[src/rtl/pe_pkg.sv]
// Shared PE definitions: dataflow encodings, stage-count legality and the
// rounding right-shift applied to the drained accumulator.
package pe_pkg;

   localparam logic        DF_OS      = 1'b0;
   localparam logic        DF_WS      = 1'b1;
   localparam int unsigned MAX_STAGES = 4;
   localparam int unsigned RS_W       = 64;

   function automatic logic stages_ok(input int unsigned n);
      return n <= MAX_STAGES;
   endfunction

   // x must arrive sign-extended; RS_W headroom covers the ACC_W+1 bit sum.
   function automatic logic signed [RS_W-1:0] round_shift(
      input logic signed [RS_W-1:0] x,
      input logic        [31:0]     shift,
      input int unsigned            acc_w
   );
      logic [31:0]            s;
      logic signed [RS_W-1:0] bias;
      logic signed [RS_W-1:0] sum;
      s = (shift > 32'(acc_w - 1)) ? 32'(acc_w - 1) : shift;
      if (s == 32'd0) return x;
      bias = RS_W'(1) << (s - 32'd1);
      sum  = x + bias;
      return sum >>> s;
   endfunction

endpackage

[src/rtl/pe_pipe_stage.sv]
// DEPTH-deep retiming shift register with async reset; DEPTH=0 is a plain wire.
module pe_pipe_stage #(
   parameter int unsigned W     = 1,
   parameter int unsigned DEPTH = 1
) (
   input  logic         CLK,
   input  logic         RST_N,
   input  logic [W-1:0] d,
   output logic [W-1:0] q
);

   if (DEPTH == 0) begin : g_wire
      logic unused_clk_rst;
      assign unused_clk_rst = CLK ^ RST_N;
      assign q = d;
   end else begin : g_regs
      localparam int unsigned SR_W = DEPTH * W;
      logic [SR_W-1:0] sr;

      always_ff @(posedge CLK or negedge RST_N) begin
         if (!RST_N) sr <= '0;
         else        sr <= SR_W'({sr, d});
      end

      assign q = sr[SR_W-1 -: W];
   end

endmodule

[src/rtl/pe_dual_buf_pipe.sv]
// Systolic PE with double-buffered c1/c2, WS/OS dataflow, rounding drain of the
// idle buffer and configurable input/output retiming.
module pe_dual_buf_pipe
   import pe_pkg::*;
#(
   parameter int unsigned IN_W       = 8,
   parameter int unsigned ACC_W      = 19,
   parameter int unsigned SHIFT_W    = 6,
   parameter int unsigned IN_STAGES  = 1,
   parameter int unsigned OUT_STAGES = 1
) (
   input  logic               CLK,
   input  logic               RST_N,
   input  logic [IN_W-1:0]    io_in_a,
   input  logic [ACC_W-1:0]   io_in_b,
   input  logic [ACC_W-1:0]   io_in_d,
   input  logic               io_in_valid,
   input  logic               io_in_dataflow,
   input  logic [SHIFT_W-1:0] io_in_control_shift,
   input  logic               io_in_control_propagate,
   output logic [IN_W-1:0]    io_out_a,
   output logic [ACC_W-1:0]   io_out_b,
   output logic [ACC_W-1:0]   io_out_c,
   output logic               io_out_valid,
   output logic [SHIFT_W-1:0] io_out_control_shift,
   output logic               io_out_control_propagate
);

   if (!stages_ok(IN_STAGES) || !stages_ok(OUT_STAGES)) begin : g_bad_stages
      $error("pe_dual_buf_pipe: IN_STAGES and OUT_STAGES must be in 0..4");
   end

   typedef struct packed {
      logic [IN_W-1:0]    a;
      logic [ACC_W-1:0]   b;
      logic [ACC_W-1:0]   d;
      logic               valid;
      logic               dataflow;
      logic [SHIFT_W-1:0] shift;
      logic               prop;
   } in_beat_t;

   typedef struct packed {
      logic [IN_W-1:0]    a;
      logic [ACC_W-1:0]   b;
      logic [ACC_W-1:0]   c;
      logic               valid;
      logic [SHIFT_W-1:0] shift;
      logic               prop;
   } out_beat_t;

   in_beat_t  pin_in;
   in_beat_t  core_in;
   out_beat_t core_out;
   out_beat_t pin_out;

   assign pin_in = {io_in_a, io_in_b, io_in_d, io_in_valid, io_in_dataflow,
                    io_in_control_shift, io_in_control_propagate};

   pe_pipe_stage #(.W($bits(in_beat_t)), .DEPTH(IN_STAGES)) u_in_stage (
      .CLK   (CLK),
      .RST_N (RST_N),
      .d     (pin_in),
      .q     (core_in)
   );

   logic signed [ACC_W-1:0] c1;
   logic signed [ACC_W-1:0] c2;
   logic signed [ACC_W-1:0] act;
   logic signed [ACC_W-1:0] idle;
   logic signed [ACC_W-1:0] a_ext;
   logic signed [ACC_W-1:0] prod_ws;
   logic signed [ACC_W-1:0] act_acc;

   // Core datapath: buffer roles follow this beat's propagate bit.
   always_comb begin
      core_out       = '0;
      act            = core_in.prop ? c2 : c1;
      idle           = core_in.prop ? c1 : c2;
      a_ext          = ACC_W'(signed'(core_in.a));
      prod_ws        = a_ext * act;
      act_acc        = act + a_ext * signed'(core_in.b);
      core_out.a     = core_in.a;
      core_out.b     = (core_in.dataflow == DF_WS) ? core_in.b + prod_ws : core_in.b;
      core_out.c     = ACC_W'(round_shift(RS_W'(idle), 32'(core_in.shift), ACC_W));
      core_out.valid = core_in.valid;
      core_out.shift = core_in.shift;
      core_out.prop  = core_in.prop;
   end

   // Idle buffer takes d; active buffer accumulates only in OS.
   always_ff @(posedge CLK or negedge RST_N) begin
      if (!RST_N) begin
         c1 <= '0;
         c2 <= '0;
      end else if (core_in.valid) begin
         if (core_in.prop) begin
            c1 <= core_in.d;
            if (core_in.dataflow == DF_OS) c2 <= act_acc;
         end else begin
            c2 <= core_in.d;
            if (core_in.dataflow == DF_OS) c1 <= act_acc;
         end
      end
   end

   pe_pipe_stage #(.W($bits(out_beat_t)), .DEPTH(OUT_STAGES)) u_out_stage (
      .CLK   (CLK),
      .RST_N (RST_N),
      .d     (core_out),
      .q     (pin_out)
   );

   assign io_out_a                 = pin_out.a;
   assign io_out_b                 = pin_out.b;
   assign io_out_c                 = pin_out.c;
   assign io_out_valid             = pin_out.valid;
   assign io_out_control_shift     = pin_out.shift;
   assign io_out_control_propagate = pin_out.prop;

endmodule

[config.mk]
export PLATFORM = sky130hd
export DESIGN_NAME = pe_dual_buf_pipe
export DESIGN_NICKNAME = d
export VERILOG_FILES = /design/src/rtl/pe_pkg.sv /design/src/rtl/pe_pipe_stage.sv /design/src/rtl/pe_dual_buf_pipe.sv
export SDC_FILE = /design/constraint.sdc
export NUM_CORES = 1
export LEC_CHECK = 0
export BUFFER_PORTS_ARGS = -buffer_cell sky130_fd_sc_hd__buf_2
export CORE_MARGIN = 2
export CORE_UTILIZATION = 68
export DETAILED_ROUTE_END_ITERATION = 10
export PLACE_DENSITY = 0.95
export SYNTH_ARGS = -nofsm -noshare
export SYNTH_HDL_FRONTEND = slang
export SYNTH_SLANG_ARGS = --single-unit
[constraint.sdc]
create_clock -name CLK -period 14.55 [get_ports CLK]
set_clock_uncertainty 0.1 [all_clocks]
set_input_delay 3.6375 -clock CLK [delete_from_list [all_inputs] [get_ports CLK]]
set_output_delay 3.6375 -clock CLK [all_outputs]
set_load 0.05 [all_outputs]
; ---- Yosys cells after proc, flatten, opt, wreduce, memory -nomap -nowiden
; Index checks and enable logic that the tools add are counted.
[classes]
addsub = 4
multipliers = 2
n_lt_le_gt_ge = 1
eq_ne = 2
shift = 2
muxes = 10
reduce_logical = 3
[op_table]
columns = op, n
row1 = $mux W19, 8
row2 = $add A19 B64 Y64, 1
row3 = $shl A1 B32 Y64 const A, 1
row4 = $sshr A64 B6 Y19, 1
row5 = $add A19 B19 Y19, 2
row6 = $mul A8 B19 Y19, 2
row7 = $logic_not A32 Y1, 1
row8 = $sub A6 B1 Y7 const B, 1
row9 = $gt A6 B5 Y1 const B, 1
row10 = $mux W6, 1
row11 = $ne A2 B2 Y1 const B, 2
row12 = $reduce_and A2 Y1, 2
row13 = $mux W1, 1
[totals]
reg_bits = 147
out_inout_bits = 54
elab_cells = 28

; ---- Depth between registers and ports, before layout
; Gate-level depths: netlist (run 1).
[depth]
word_depth = 7
depth_mapped = 27
mapped_depth_nobuf = 23

; ---- Cells and area by module
; Synthesis (run 1) repeated with hierarchy kept, for this count alone.
[hier_totals]
cells_unflattened = 1983
hier_area_um2 = 17651.9
[by_module_without_submodules]
columns = mod, n_inst, cells_per_inst, area_per_inst_um2
row1 = pe_dual_buf_pipe, 1, 1874, 14924.3
row2 = pe_pipe_stage (u_in_stage), 1, 55, 1376.3
row3 = pe_pipe_stage (u_out_stage), 1, 54, 1351.3

; ---- Worst setup path before layout (run 1)
; No wires, ideal clock.
[synth_path]
kind = flip-flop to flip-flop
from = register u_in_stage.g_regs.sr[0] (netlist: u_in_stage.q[0])
to = register u_out_stage.g_regs.sr[44] (netlist: u_out_stage.q[44])
t_arrival_ps = 6668
slack_ps = 7646
path_stages_with_launch = 24
path_buffers = 4
synth_period_minus_slack_ps = 6904
path_cell_list = dfrtp_1 buf_2 buf_1 clkbuf_1 buf_1 mux2i_1 nand2_1 fa_1 fa_1 inv_1 fa_1 fa_1 fa_1 ha_1 inv_1 o21bai_1 a21oi_1 o21ai_0 a21boi_0 nor2_1 or4_1 a31oi_1 xor2_1 mux2i_1
[synth_lines]
columns = element, line
row1 = from (decl), pe_pipe_stage.sv:18  ; logic [SR_W-1:0] sr;
row2 = from (signal assigned), pe_pipe_stage.sv:22  ; else sr <= SR_W'({sr, d});
row3 = to (signal assigned), pe_pipe_stage.sv:22
row4 = to (decl), pe_pipe_stage.sv:18

==> results of run 1 <==
routing by layer:
metal | vias to the layer above | routed length, um
met5 | - | 0
met4 | 0 | 2711
met3 | 244 | 5189
met2 | 932 | 22580
met1 | 6994 | 17980
li1 | 6312 | -
cells by family after synthesis:
kind of cell	Yosys count	synth area share, %
xor+xnor	88	4.604
fa+ha+maj	314	31.56
flops	147	21.59
buf+inv	304	6.763
other cells	1	0.02201
compound gates	323	12.27
mux	128	8.136
simple gates	559	15.06
placed cells by master, fill, tap and decap left out, types with 80 or more instances in the layout:
| cell | instances |
|---|---|
| a21oi_1 | 103 |
| and2_1 | 99 |
| buf_2 | 109 |
| dfrtp_1 | 146 |
| fa_1 | 193 |
| ha_1 | 121 |
| inv_1 | 219 |
| nand2_1 | 261 |
| nor2_1 | 95 |
| o21ai_0 | 80 |
final cells by class:
cell class / count / share of cell area (%)
Inverter: 220 / 4.466
Sequential cell: 147 / 19.91
Tap cell: 324 / 2.192
Clock inverter: 15 / 0.9812
Clock buffer: 17 / 2.301
Antenna cell: 1 / 0.01353
Multi-Input combinational cell: 1427 / 66.39
Timing Repair Buffer: 128 / 3.742
synthesized netlist by cell type (all sizes together), types with 5 or more instances:
| library cell | n |
|---|---|
| fa | 193 |
| dfrtp | 147 |
| buf | 19 |
| and3 | 8 |
| a21oi | 103 |
| inv | 219 |
| xor2 | 27 |
| a21o | 18 |
| ha | 121 |
| o21bai | 8 |
| nand2 | 261 |
| or3 | 8 |
| nor2b | 11 |
| o211ai | 16 |
| clkbuf | 65 |
| o22ai | 5 |
| o31ai | 5 |
| mux2 | 54 |
| nor3 | 27 |
| nor2 | 96 |
| xnor2 | 60 |
| nand3 | 21 |
| mux2i | 71 |
| a221o | 5 |
| and2 | 101 |
| o21ai | 86 |
| a211oi | 14 |
| nand4 | 7 |
| or2 | 5 |
| o21a | 6 |
| a31oi | 13 |
stage by stage:
| step | setup WS [ps] | instances | hold slack, ps |
|---|---|---|---|
| 6_report | 7310 | 2279 | 293.0 |
| 5_1_grt | 6994 | 2278 | 299.3 |
| 4_1_cts | 7465 | 2278 | 294.5 |
| 3_5_place_dp | 7502 | 2246 | 269.7 |
| 3_3_place_gp | 7804 | 2246 | 261.5 |
| 2_1_floorplan | 7646 | 1878 | 248.7 |
worst max-delay path, delay by kind of cell (launching register included):
family	cells	cell delay, ps
AOI/OAI and AO/OA	9	2550
adders and majority gates	2	720
DFF	1	630
buffers and inverters	2	520
muxes	1	330
xor gates and xnor gates	1	240
and+or+nand+nor	6	2020
path summary, 6_finish.rpt:
| kind | startpoint | to | slack [ps] |
|---|---|---|---|
| worst max-delay path | u_in_stage.q[4] | u_out_stage.q[26] | 7310 |
| worst min-delay path | u_in_stage.q[48] | u_out_stage.q[47] | 290 |
| worst max register to register | u_in_stage.q[4] | u_out_stage.q[26] | 7310 |
| worst min register to register | u_in_stage.q[48] | u_out_stage.q[47] | 290 |
| max in group asynchronous | RST_N | c1[11] | 9930 |
| min in group asynchronous | RST_N | c1[3] | 3160 |
state kept, by name, summed over array words and instances, names as in the netlist:
register       flops
u_in_stage.q      55
u_out_stage.q     54
c1                19
c2                19
==> impl_metrics.csv, run 1 <==
group,metric,value,unit
timing,max-slew-margin-rel,22.70,%
worst_setup_path,critical_path_class,"reg -> reg",
run,drv_cap,0,
finish,drive_gt1_share,12.33,%
grt,grt.met2_usage,59.94,%
yosys,synth_top_area_share,22.67,%
yosys,yosysSeqAreaShare,21.59,%
hold_path,holdPathStages,0,
timing,rsz0062_at_grt,"false",
die,die_y,162.3,um
worst_setup_path,slowest_stage,"and3b_1",
clock_network,cts_tree,"built",
die,initial_core_util,69.66,%
clock_network,cts_root_buffer,"clkbuf_16",
grt,use_met1,48.23,%
placed_design,dp_hpwl,35220,um
clock_network,clk_pin_slew_worst_paths,80,ps
finish,final_util,75.59,%
grt,grt_max_degree,95,
grt,first_global_vias,15000,
die,coreArea,0.02446,mm2
yosys,syn_inst,1864,
run_status,status,"completed",
worst_setup_path,cp-end-kind,"flop",
timing,min_period,7240,ps
timing,drv_slew,0,
worst_setup_path,rr_worst_depth,21,
yosys,syn-cell-area,0.01704,mm2
grt,met3_usage,8.478,%
finish,fin_nets,2312,
timing,hold_viol_final,0,
yosys,ys_warn_count,0,
hold_path,hold_path.class,"reg -> reg",
detailed_routing,wl_per_cell,21.26,um
timing,setup_tns,0,ps
placed_design,dpl-instance-area,0.01788,mm2
detailed_routing,drt_iter0_markers,2256,
clock_network,cts_setup_buffers,0,
detailed_routing,wirelength,48460,um
detailed_routing,drc,0,
grt,grt_pass1_wl,77420,um
timing,min_period_over_period,49.76,%
clock_network,cts_buffers,17,
worst_setup_path,cp_data_arrival_time,7460,ps
worst_setup_path,start_kind,"flop",
yosys,ys_seq_elements,147,
die,die_w,162.3,um
finish,regArea,0.003682,mm2
timing,setup_violations,0,
grt,grt_use_total,37.69,%
yosys,netlist_top_cells_area,"fa_1 23%, dfrtp_1 22%, ha_1 8.9%, nand2_1 5.7%, inv_1 4.8%",
clock_network,clkLatencyLatePin,450,ps
finish,area_growth,8.510,%
grt,antenna_found_initial,1,
finish,final_cell_area,0.01849,mm2
die,ioPinCount,111,
finish,multi_input_area,0.01228,mm2
die,dieArea,0.02634,mm2
finish,fill_cells,1575,
timing,worst_slew_pin_slew,1160,ps
detailed_routing,vias,14480,
placed_design,io_buffers,110,
yosys,yosys.area.top_type,"fa_1",
yosys,synth_flop_cell,"dfrtp_1",
clock_network,postCtsResizedCells,0,
clock_network,cts_hold_buffers,0,
placed_design,gp_congestion,1.019,
yosys,synth.avg_cell_area,9.142,um2
yosys,synth_cell_types,82,
detailed_routing,first_pass_iters,6,
die,num_rows,57,
detailed_routing,vias_per_cell,6.355,
clock_network,cts_buffer_depth,2,
worst_setup_path,critPathRequiredTime,14770,ps
timing,timing.fmax,138.1,MHz
clock_network,cts.sinks,147,
detailed_routing,ant_nets,0,
grt,top_usage_layer,"met2",
clock_network,h-tree-depth,4,
yosys,synth-edff-count,0,
grt,grt.overflow.total,0,
worst_setup_path,path_cells,"o31ai_1 -> and3b_1 -> clkinv_1 -> buf_4 -> ha_1 -> o211ai_1 -> o21ai_0 -> or3b_2 -> nor3_1 -> ha_1 -> a21oi_1 -> nor2_1 -> o311ai_1 -> nand2_1 -> xor2_1 -> mux2_2 -> o221ai_1 -> nor2_1 -> a211o_1 -> o211ai_1 -> o311ai_2",
worst_setup_path,slowest_delay,770,ps
yosys,async_reset_ff_share,100.0,%
worst_setup_path,worstPathMaxFanout,52,
Power of run 1 is not shown: default switching activity piles up to over one toggle a cycle in this logic, so the estimate is an artifact.
==> run 2: changes to the inputs <==
--- a/config.mk
+++ b/config.mk
@@ -7,9 +7,9 @@
 export LEC_CHECK = 0
 export BUFFER_PORTS_ARGS = -buffer_cell sky130_fd_sc_hd__buf_2
 export CORE_MARGIN = 2
-export CORE_UTILIZATION = 68
+export CORE_UTILIZATION = 57
 export DETAILED_ROUTE_END_ITERATION = 10
-export PLACE_DENSITY = 0.95
+export PLACE_DENSITY = 0.9
 export SYNTH_ARGS = -nofsm -noshare
 export SYNTH_HDL_FRONTEND = slang
 export SYNTH_SLANG_ARGS = --single-unit
==> constraint.sdc (replaced) <==
create_clock -name CLK -period 5.81 [get_ports CLK]
set_clock_uncertainty 0.1 [all_clocks]
set_input_delay 1.4525 -clock CLK [delete_from_list [all_inputs] [get_ports CLK]]
set_output_delay 1.4525 -clock CLK [all_outputs]
set_load 0.05 [all_outputs]
==> impl_metrics.csv, run 2 (synthesis results as in run 1) <==
group,metric,value,unit
run_status,status,"finished with violations",
run_status,failed_checks,"setup timing",
grt,grt_max_degree,68,
timing,setup_tns,-55.79,ps
finish,area_growth,14.09,%
grt,grt.overflow.total,0,
timing,setup_violations,2,
clock_network,clkLatencyLatePin,450,ps
detailed_routing,vias,14400,
worst_setup_path,cp-end-kind,"flop",
timing,min_period_over_period,100.8,%
detailed_routing,ant_nets,0,
timing,hold_viol_final,0,
placed_design,gp_congestion,0.9552,
clock_network,cts_buffers,17,
clock_network,h-tree-depth,4,
die,die_w,176.9,um
finish,drive_gt1_share,17.42,%
timing,timing.fmax,170.7,MHz
detailed_routing,first_pass_iters,8,
timing,whs,350.4,ps
detailed_routing,wirelength,47820,um
worst_setup_path,cp_data_arrival_time,6090,ps
clock_network,cts_buffer_depth,2,
timing,fin_ws,-46.81,ps
finish,layout_common_cells,"259 x nand2_1, 216 x inv_1, 189 x fa_1",
clock_network,cts_tree,"built",
detailed_routing,drc,0,
finish,final_cell_area,0.01944,mm2
die,initial_core_util,57.65,%
placed_design,dpl-instance-area,0.01841,mm2
timing,max-slew-margin-rel,47.17,%
placed_design,io_buffers,110,
finish,largest_reg_flops,55,
die,die_y,176.9,um
run,drv_cap,0,
grt,first_global_vias,14550,
worst_setup_path,start_kind,"flop",
placed_design,dp_hpwl,36530,um
clock_network,clk_pin_slew_worst_paths,70,ps
clock_network,cts_root_buffer,"clkbuf_16",
die,num_rows,63,
worst_setup_path,critPathRequiredTime,6040,ps
clock_network,cts.sinks,147,
grt,grt_use_total,31.29,%
timing,worst_slew_pin_slew,792.5,ps
worst_setup_path,worstPathMaxFanout,7,
die,dieArea,0.03129,mm2
grt,grt_pass1_wl,76020,um
detailed_routing,wl_per_cell,19.83,um
hold_path,hold_path.class,"reg -> reg",
detailed_routing,drt_iter0_markers,1372,
timing,drv_slew,0,
worst_setup_path,critical_path_class,"reg -> reg",
die,ioPinCount,111,
timing,min_period,5857,ps
finish,fin_nets,2380,
die,coreArea,0.02956,mm2
detailed_routing,vias_per_cell,5.971,
finish,fill_cells,2210,
finish,layout_commonest_cell,"nand2_1",
grt,antenna_found_initial,0,
finish,final_util,65.77,%
timing,rsz0062_at_grt,"true",
-- run 2: cell types whose count changed in the layout (fill, tap and decap cells not counted), moves of 6 or more --
cell,change
a21oi_1,-9
a21oi_2,+8
buf_4,+60
ha_1,-10
ha_4,+6
inv_8,-6
mux2_2,-9
mux2_4,+9
-- run 2: critical path: stages (launching register included) --
cell,delay (ps)
dfrtp_4,530
buf_6,140
mux2_4,230
inv_1,80
fa_2,400
fa_1,550
inv_1,40
ha_1,260
inv_1,50
fa_1,480
inv_1,40
ha_1,280
ha_2,200
fa_2,390
a21o_1,170
a21oi_2,160
nor2b_1,70
o21a_1,200
o311a_1,330
nor2_2,120
a21oi_2,80
a31oi_1,180
xnor2_1,110
mux2_2,280
mux2_2,260
-- run 2: worst paths after layout --
path                                      start                 to  slack (ps)  cells after the start
worst min register to register  u_in_stage.q[8]   u_out_stage.q[7]         350                      0
worst min-delay path            u_in_stage.q[8]   u_out_stage.q[7]         350                      0
max in group asynchronous                 RST_N  u_out_stage.q[49]        3670                      2
min in group asynchronous                 RST_N   u_out_stage.q[1]         890                      1
worst max register to register  u_in_stage.q[0]             c1[18]         -50                     24
worst max-delay path            u_in_stage.q[0]             c1[18]         -50                     24
-- run 2: layout make-up --
| class | count | area (um2) | share of cell area (%) |
|---|---|---|---|
| Clock inverter | 12 | 182.7 | 0.9396 |
| Inverter | 220 | 828.3 | 4.261 |
| Tap cell | 390 | 488.0 | 2.510 |
| Timing Repair Buffer | 196 | 1280 | 6.584 |
| Multi-Input combinational cell | 1427 | 12540 | 64.53 |
| Clock buffer | 19 | 432.9 | 2.227 |
| Sequential cell | 147 | 3682 | 18.94 |
| Antenna cell | 1 | 2.502 | 0.01287 |
-- run 2: layer usage --
| metal | GRT usage, % | share of wire [%] |
|---|---|---|
| met5 | 0 | 0 |
| met4 | 14.74 | 4.3 |
| met3 | 6.057 | 8.6 |
| met2 | 48.68 | 46 |
| met1 | 42.31 | 41 |
-- run 2: repair_timing --
item	CTS	global route
resized for setup	14	46
setup buffers	5	12
setup endpoints to repair	4	23
pin swaps	14	20
cloned	0	1
endpoints found under the hold margin	0	0
hold buffers	0	0
-- run 2: per-stage QoR --
stage | setup WS [ps] | cells
floorplan | -94.17 | 1878
CTS | -17.60 | 2398
global placement | 52.03 | 2362
finish | -46.81 | 2412
detailed placement | -101.6 | 2362
global route | -223.0 | 2411
Power of run 2 is left out for the same reason.
